### config.mk
export PLATFORM = sky130hd
export DESIGN_NAME = fetch_ctrl
export DESIGN_NICKNAME = d
export VERILOG_FILES = /design/src/rtl/fetch_ctrl_pkg.sv /design/src/rtl/fetch_ctrl_flipflops_32.sv /design/src/rtl/fetch_ctrl.sv
export SDC_FILE = /design/constraint.sdc
export NUM_CORES = 1
export LEC_CHECK = 0
export ABC_AREA = 0
export CORE_MARGIN = 1.5
export CORE_UTILIZATION = 35
export CTS_CLUSTER_DIAMETER = 60
export DETAILED_ROUTE_END_ITERATION = 12
export PLACE_DENSITY = 0.93
export RECOVER_POWER = 25
export SLEW_MARGIN = 10
export SYNTH_ARGS = -nofsm -noshare
export SYNTH_HDL_FRONTEND = slang
export SYNTH_SLANG_ARGS = --single-unit
### constraint.sdc
create_clock -name clk -period 2.05 [get_ports clk]
set_clock_uncertainty 0.1 [all_clocks]
set_input_delay 0.3075 -clock clk [delete_from_list [all_inputs] [get_ports clk]]
set_output_delay 0.3075 -clock clk [all_outputs]
set_load 0.01 [all_outputs]
### src/rtl/fetch_ctrl_pkg.sv
// fetch_ctrl_pkg
// Shared definitions for the instruction-fetch sequencer: state encodings,
// default configuration values and a small address helper.
package fetch_ctrl_pkg;

  typedef enum logic [2:0] {
    ST_BOOT  = 3'd0,
    ST_FETCH = 3'd1,
    ST_WAIT  = 3'd2,
    ST_HOLD  = 3'd3,
    ST_DRAIN = 3'd4,
    ST_HALT  = 3'd5
  } state_e;

  localparam logic [31:0] DEFAULT_RESET_PC       = 32'h0000_0000;
  localparam int unsigned DEFAULT_PC_STEP        = 4;
  localparam int unsigned DEFAULT_TIMEOUT_CYCLES = 16;

  // Instructions are word aligned; the two low address bits are forced to zero.
  function automatic logic [31:0] word_align(input logic [31:0] addr);
    return addr & 32'hFFFF_FFFC;
  endfunction

endpackage

### src/rtl/fetch_ctrl_flipflops_32.sv
// fetch_ctrl_flipflops_32
// 32-bit enabled register with synchronous active-high reset. Holds the
// captured instruction word for decode.
// Ports:
//   clk  in   clock, rising edge
//   rst  in   synchronous reset, clears q to 0
//   en   in   load enable
//   d    in   data in
//   q    out  registered data
module fetch_ctrl_flipflops_32 (
  input  logic        clk,
  input  logic        rst,
  input  logic        en,
  input  logic [31:0] d,
  output logic [31:0] q
);

  // Load on enable, clear on reset.
  always_ff @(posedge clk) begin
    if (rst) begin
      q <= 32'h0000_0000;
    end else if (en) begin
      q <= d;
    end else begin
      q <= q;
    end
  end

endmodule

### src/rtl/fetch_ctrl.sv
// fetch_ctrl
// Instruction-fetch sequencer in front of the external 32-bit PC register.
// It drives the PC register D/en, reads its Q back as the current PC, runs a
// req/ack handshake with instruction memory, presents the fetched word to
// decode with valid/ready, and applies redirects and halt.
// Optional feature: define FETCH_TIMEOUT_EN to add an ack-wait timeout that
// raises a sticky fetch_err and halts; without it fetch_err is tied low.
// Ports:
//   clk, rst                 clock (rising edge), synchronous active-high reset
//   pc_q / pc_d / pc_en      PC register Q (in), D and enable (out, combinational)
//   imem_req/addr/ack/rdata  instruction memory handshake; addr is always pc_q
//   instr/instr_valid/ready  held instruction to decode
//   redirect_valid/target    branch/jump redirect
//   halt / halted            stop request / halted status
//   fetch_err                sticky timeout error
module fetch_ctrl
  import fetch_ctrl_pkg::*;
#(
  parameter logic [31:0] RESET_PC       = DEFAULT_RESET_PC,
  parameter int unsigned PC_STEP        = DEFAULT_PC_STEP,
  parameter int unsigned TIMEOUT_CYCLES = DEFAULT_TIMEOUT_CYCLES
) (
  input  logic        clk,
  input  logic        rst,
  input  logic [31:0] pc_q,
  output logic [31:0] pc_d,
  output logic        pc_en,
  output logic        imem_req,
  output logic [31:0] imem_addr,
  input  logic        imem_ack,
  input  logic [31:0] imem_rdata,
  output logic [31:0] instr,
  output logic        instr_valid,
  input  logic        instr_ready,
  input  logic        redirect_valid,
  input  logic [31:0] redirect_target,
  input  logic        halt,
  output logic        halted,
  output logic        fetch_err
);

  state_e      state_q, state_d;
  logic        halt_pend_q, halt_pend_d;
  logic        imem_req_q, imem_req_d;
  logic        instr_valid_q, instr_valid_d;
  logic        halted_q, halted_d;
  logic        pc_en_s;
  logic [31:0] pc_d_s;
  logic        capture_s;
  logic        halt_now_s;
  logic        timeout_s;

  // A halt seen while a transaction is outstanding is remembered until the ack.
  assign halt_now_s = halt | halt_pend_q;

  // Next-state, PC update and capture strobe.
  always_comb begin
    state_d     = state_q;
    halt_pend_d = 1'b0;
    pc_en_s     = 1'b0;
    pc_d_s      = 32'h0000_0000;
    capture_s   = 1'b0;
    case (state_q)
      ST_BOOT: begin
        pc_en_s = 1'b1;
        pc_d_s  = RESET_PC;
        if (halt) state_d = ST_HALT;
        else      state_d = ST_FETCH;
      end
      ST_FETCH: begin
        if (redirect_valid) begin
          pc_en_s = 1'b1;
          pc_d_s  = word_align(redirect_target);
          if (halt)          state_d = ST_HALT;
          else if (imem_ack) state_d = ST_FETCH;
          else               state_d = ST_DRAIN;
        end else if (halt) begin
          state_d = ST_HALT;
        end else if (imem_ack) begin
          capture_s = 1'b1;
          state_d   = ST_HOLD;
        end else begin
          state_d = ST_WAIT;
        end
      end
      ST_WAIT: begin
        if (redirect_valid) begin
          pc_en_s = 1'b1;
          pc_d_s  = word_align(redirect_target);
          // An ack in the redirect cycle retires the request: nothing left to drain.
          if (imem_ack) begin
            if (halt_now_s) state_d = ST_HALT;
            else            state_d = ST_FETCH;
          end else begin
            state_d     = ST_DRAIN;
            halt_pend_d = halt_now_s;
          end
        end else if (imem_ack) begin
          if (halt_now_s) begin
            state_d = ST_HALT;
          end else begin
            capture_s = 1'b1;
            state_d   = ST_HOLD;
          end
        end else if (timeout_s) begin
          state_d = ST_HALT;
        end else begin
          halt_pend_d = halt_now_s;
        end
      end
      ST_DRAIN: begin
        if (imem_ack) begin
          if (halt_now_s) state_d = ST_HALT;
          else            state_d = ST_FETCH;
        end else if (timeout_s) begin
          state_d = ST_HALT;
        end else begin
          halt_pend_d = halt_now_s;
        end
      end
      ST_HOLD: begin
        if (redirect_valid) begin
          // Redirect beats accept: the held word is dropped, PC is not stepped.
          pc_en_s = 1'b1;
          pc_d_s  = word_align(redirect_target);
          if (halt) state_d = ST_HALT;
          else      state_d = ST_FETCH;
        end else if (instr_ready) begin
          pc_en_s = 1'b1;
          pc_d_s  = pc_q + 32'(PC_STEP);
          if (halt) state_d = ST_HALT;
          else      state_d = ST_FETCH;
        end else if (halt) begin
          state_d = ST_HALT;
        end else begin
          state_d = ST_HOLD;
        end
      end
      ST_HALT: begin
        state_d = ST_HALT;
      end
      default: begin
        state_d = ST_BOOT;
      end
    endcase
  end

  // Registered outputs are decoded from the upcoming state.
  always_comb begin
    imem_req_d    = (state_d == ST_FETCH) || (state_d == ST_WAIT);
    instr_valid_d = (state_d == ST_HOLD);
    halted_d      = (state_d == ST_HALT);
  end

  // State and registered-output flops.
  always_ff @(posedge clk) begin
    if (rst) begin
      state_q       <= ST_BOOT;
      halt_pend_q   <= 1'b0;
      imem_req_q    <= 1'b0;
      instr_valid_q <= 1'b0;
      halted_q      <= 1'b0;
    end else begin
      state_q       <= state_d;
      halt_pend_q   <= halt_pend_d;
      imem_req_q    <= imem_req_d;
      instr_valid_q <= instr_valid_d;
      halted_q      <= halted_d;
    end
  end

`ifdef FETCH_TIMEOUT_EN
  localparam logic [7:0] TIMEOUT_LAST = 8'(TIMEOUT_CYCLES - 1);

  logic [7:0] cnt_q, cnt_d;
  logic       fetch_err_q, fetch_err_d;

  // Count no-ack cycles of the current WAIT/DRAIN stay; any entry restarts at 0.
  // Leaving WAIT/DRAIN for HALT without an ack can only be a timeout.
  always_comb begin
    cnt_d       = 8'd0;
    fetch_err_d = fetch_err_q;
    if (((state_d == ST_WAIT) || (state_d == ST_DRAIN)) && (state_d == state_q)) begin
      cnt_d = cnt_q + 8'd1;
    end else begin
      cnt_d = 8'd0;
    end
    if (((state_q == ST_WAIT) || (state_q == ST_DRAIN)) && !imem_ack && (state_d == ST_HALT)) begin
      fetch_err_d = 1'b1;
    end else begin
      fetch_err_d = fetch_err_q;
    end
  end

  // Timeout counter and sticky error flop.
  always_ff @(posedge clk) begin
    if (rst) begin
      cnt_q       <= 8'd0;
      fetch_err_q <= 1'b0;
    end else begin
      cnt_q       <= cnt_d;
      fetch_err_q <= fetch_err_d;
    end
  end

  assign timeout_s = (cnt_q == TIMEOUT_LAST);
  assign fetch_err = fetch_err_q;
`else
  assign timeout_s = 1'b0;
  assign fetch_err = 1'b0;
  // TIMEOUT_CYCLES only matters in the timeout build.
  if (TIMEOUT_CYCLES == 0) begin : g_timeout_unused
  end
`endif

  fetch_ctrl_flipflops_32 u_instr_reg (
    .clk (clk),
    .rst (rst),
    .en  (capture_s),
    .d   (imem_rdata),
    .q   (instr)
  );

  assign pc_d        = rst ? 32'h0000_0000 : pc_d_s;
  assign pc_en       = ~rst & pc_en_s;
  assign imem_addr   = pc_q;
  assign imem_req    = imem_req_q;
  assign instr_valid = instr_valid_q;
  assign halted      = halted_q;

endmodule

==> flow_summary.yaml, run 1 <==
global_route:
  grt_max_degree: 40
  grt-ovfl-total: 0
  grt_pass1_vias: 3875
  grt_pass1_wl_mm: 18.26
  grtUsageTotal_pct: 27.14
  antenna_found_initial: 0
sta:
  fin_ws_ps: -73.03
  finalCritPeriodShare_pct: 103.6
  fmax_ghz: 0.4710
  drv_slew: 0
  finalCriticalPeriod_ps: 2123
  finalHoldViolations: 0
  rsz0062_at_grt: "yes"
  setup_viol: 8
power_and_ir_drop:
  internal_power_uw: 1527
  p_per_area_nw_per_um2: 379.9
  p_leak_uw: 0.002334
  p_clk_share_pct: 26.9
  seqPwrFrac_pct: 36.8
  ir_drop_mv: 0.5005
  switchingPower_uw: 630.1
  total_power_uw: 2157
  swShare_pct: 29.22
  pwr-share-comb_pct: 36.4
logic_synthesis:
  synth_area_um2: 2805
  ys.flop_type: "dfxtp_1"
  synth_edf_count: 0
  syn_inst: 398
  syn_avg_cell_area_um2: 7.048
  yosysWarningCount: 0
  synth.ff_latch_count: 39
  yosysUniqueCellTypes: 49
  async_reset_ff_share_pct: 0
  synth_nets: 501
  seq_area_frac_synth_pct: 27.83
final_layout:
  final_cell_count_no_fill: 748
  diodes: 0
  fillCellCount: 496
  area_growth_pct: 102.4
  fin_nets: 748
  drive_above_1_share_pct: 32.97
  final_common_cell: "clkdlybuf4s50_1"
  final_util_pct: 73.46
  final_cell_mix: "clkdlybuf4s50_1 (106), nand2_1 (86), buf_4 (78)"
setup_path:
  path_class: "in -> out"
  crit_slowest_cell: "nor3_4"
  crit_start: "pc_q[15]"
  worst_path_largest_cell_delay_ps: 280
  worst_setup_path_end_kind: "output port"
  timing.rr.end: "halted$_SDFF_PP0_"
  rrSetupSlack_ps: 30
  rr_startpoint: "state_q[2]$_SDFF_PP0_"
  reg2reg_depth: 6
  crit_end: "pc_d[30]"
  worstSetupStartpointType: "input port"
  path_cells: "buf_8 -> nand4_1 -> nor3_4 -> buf_6 -> buf_6 -> nand4_1 -> xor2_1 -> o21ai_1 -> buf_2"
  worstPathArrival_ps: 1720
  crit_fanout: 3
  worstPathRequired_ps: 1640
floorplanning:
  initial_core_util_pct: 36.30
  die-height_um: 92.53
  die_w_um: 92.53
  die_area_um2: 8561
  coreArea_um2: 7727
  ios: 203
  fp-row-count: 32
placement:
  place_hpwl_mm: 9.112
  dp_cells: 715
  gp_congestion: 0.9262
  io_buffers: 199
route:
  drtIter0Drc: 114
  num_vias: 3875
  ant_nets: 0
  drc: 0
  drt_wl_total_mm: 12.99
  routedWlPerCell_um: 17.36
  viasPerCell: 5.180
  drt_first_pass_iters: 5
clock_tree:
  cts.htree.levels: 2
  root_buffer: "clkbuf_8"
  cts_max_path_buffers: 2
  cts_tree: "built"
  postCtsHoldBufs: 0
  clk_latency_ps: 280
  cts_sinks: 39
  cts_buffers: 5
  path_clk_slew_ps: 80
status:
  violations: "negative setup slack"
  outcome: "finished with violations"
worst_hold_path:
  min_path_type: "reg -> reg"
job:
  drv_cap: 0
-- power by group through the flow --
stage	clock, uW	sequential, uW	combinational (uW)
floorplan	0	812	257
CTS	590	791	735
finish	579	793	785
global route	623	796	826
global placement	0	805	710
detailed placement	0	807	727
-- per-stage QoR --
step	hold slack, ps	setup WS (ps)	area, um2	TNS, ps
floorplan	343.5	44.55	2805	0
global placement	340.6	-834.5	5145	-22660
detailed placement	346.1	-960.6	5145	-24670
CTS	356.0	-0.2686	5403	-0.2686
global route	372.6	-103.2	5677	-1303
finish	355.3	-73.03	5677	-237.9
-- critical path, delay by kind of cell --
| family | cells | cell delay, ps |
|---|---|---|
| buf+inv | 4 | 420 |
| simple gates | 3 | 640 |
| compound gates | 1 | 130 |
| xor+xnor | 1 | 210 |
-- state kept, by name, indices dropped and copies added, names as in the netlist --
signal and cells:
halted 1, halt_pend_q 1, state_q 3, u_instr_reg.q 32, imem_req 1, instr_valid 1
-- cell type report --
class                   instances  area [um2]  share of cell area (%)
clock buffers                   7       96.34                   1.697
repair buffers                296        2693                   47.43
clock inverters                 1       7.507                  0.1322
inverters                       5       18.77                  0.3306
well taps                     102       127.6                   2.248
flip-flops and latches         39       785.8                   13.84
multi-input cells             298        1948                   34.32
-- worst min path at each step --
stage                                              start                        endpoint  slack [ps]  cells after the start
after floorplan                            imem_rdata[0]   u_instr_reg.q[0]$_SDFFE_PP0P_         340                      2
after global placement    u_instr_reg.q[22]$_SDFFE_PP0P_  u_instr_reg.q[22]$_SDFFE_PP0P_         340                      2
after detailed placement  u_instr_reg.q[25]$_SDFFE_PP0P_  u_instr_reg.q[25]$_SDFFE_PP0P_         350                      2
after CTS                 u_instr_reg.q[25]$_SDFFE_PP0P_  u_instr_reg.q[25]$_SDFFE_PP0P_         360                      2
after global routing       u_instr_reg.q[7]$_SDFFE_PP0P_   u_instr_reg.q[7]$_SDFFE_PP0P_         370                      2
final                     u_instr_reg.q[13]$_SDFFE_PP0P_  u_instr_reg.q[13]$_SDFFE_PP0P_         360                      2
-- cells by family (layout without fill, tap and decap cells) --
family / Yosys count / in the layout / share of synthesized area, %
AOI/OAI and AO/OA: 82 / 82 / 15.79
xor gates and xnor gates: 28 / 28 / 8.742
adders and majority gates: 1 / 1 / 0.4460
buffers and inverters: 61 / 309 / 13.56
DFF: 39 / 39 / 27.83
muxes: 1 / 1 / 0.3568
other: 1 / 1 / 0.1337
and+or+nand+nor: 185 / 185 / 33.14
-- cell usage after synthesis, types with 2 or more instances --
| cell type | number | area, um2 |
|---|---|---|
| o21ai_0 | 4 | 20.02 |
| nor3b_2 | 2 | 25.02 |
| nor3_2 | 2 | 20.02 |
| nor4_1 | 4 | 25.02 |
| and3_1 | 7 | 43.79 |
| xnor2_1 | 6 | 52.55 |
| o21ai_1 | 14 | 70.07 |
| nor2_1 | 24 | 90.09 |
| buf_4 | 35 | 262.8 |
| nor3_1 | 11 | 55.05 |
| inv_1 | 4 | 15.01 |
| buf_6 | 2 | 22.52 |
| or2_2 | 2 | 12.51 |
| and2_1 | 4 | 25.02 |
| nand2_1 | 90 | 337.8 |
| buf_2 | 4 | 20.02 |
| nand3_1 | 16 | 80.08 |
| a22oi_1 | 3 | 22.52 |
| xor2_1 | 22 | 192.7 |
| a21oi_1 | 53 | 265.3 |
| dfxtp_1 | 39 | 780.8 |
| clkbuf_1 | 15 | 56.30 |
| nor4_4 | 2 | 42.54 |
| nand4_1 | 8 | 50.05 |
-- what timing repair did --
item                                   CTS  global route
buffers inserted                        15            10
gates resized for setup                259            72
pin swaps                               34            34
endpoints found under the hold margin    0             0
setup endpoints to repair               33            33
cloned                                   0             0
-- layer usage --
layer  GRT usage, %  vias up  share of wire, %
li1               -     1804                 -
met1          24.02     1805                33
met2          54.66      215                54
met3          6.979       51               8.1
met4          14.49        0               4.6
met5              0        -                 0
Note: power is estimated with default switching activity, not from simulation.
==> run 2, diff against run 1 <==
--- a/config.mk
+++ b/config.mk
@@ -12,7 +12,6 @@
 export DETAILED_ROUTE_END_ITERATION = 12
 export PLACE_DENSITY = 0.93
 export RECOVER_POWER = 25
-export SLEW_MARGIN = 10
 export SYNTH_ARGS = -nofsm -noshare
 export SYNTH_HDL_FRONTEND = slang
 export SYNTH_SLANG_ARGS = --single-unit
==> results of run 2 <==
Final layout, timing and power as in run 1 (identical DEF).
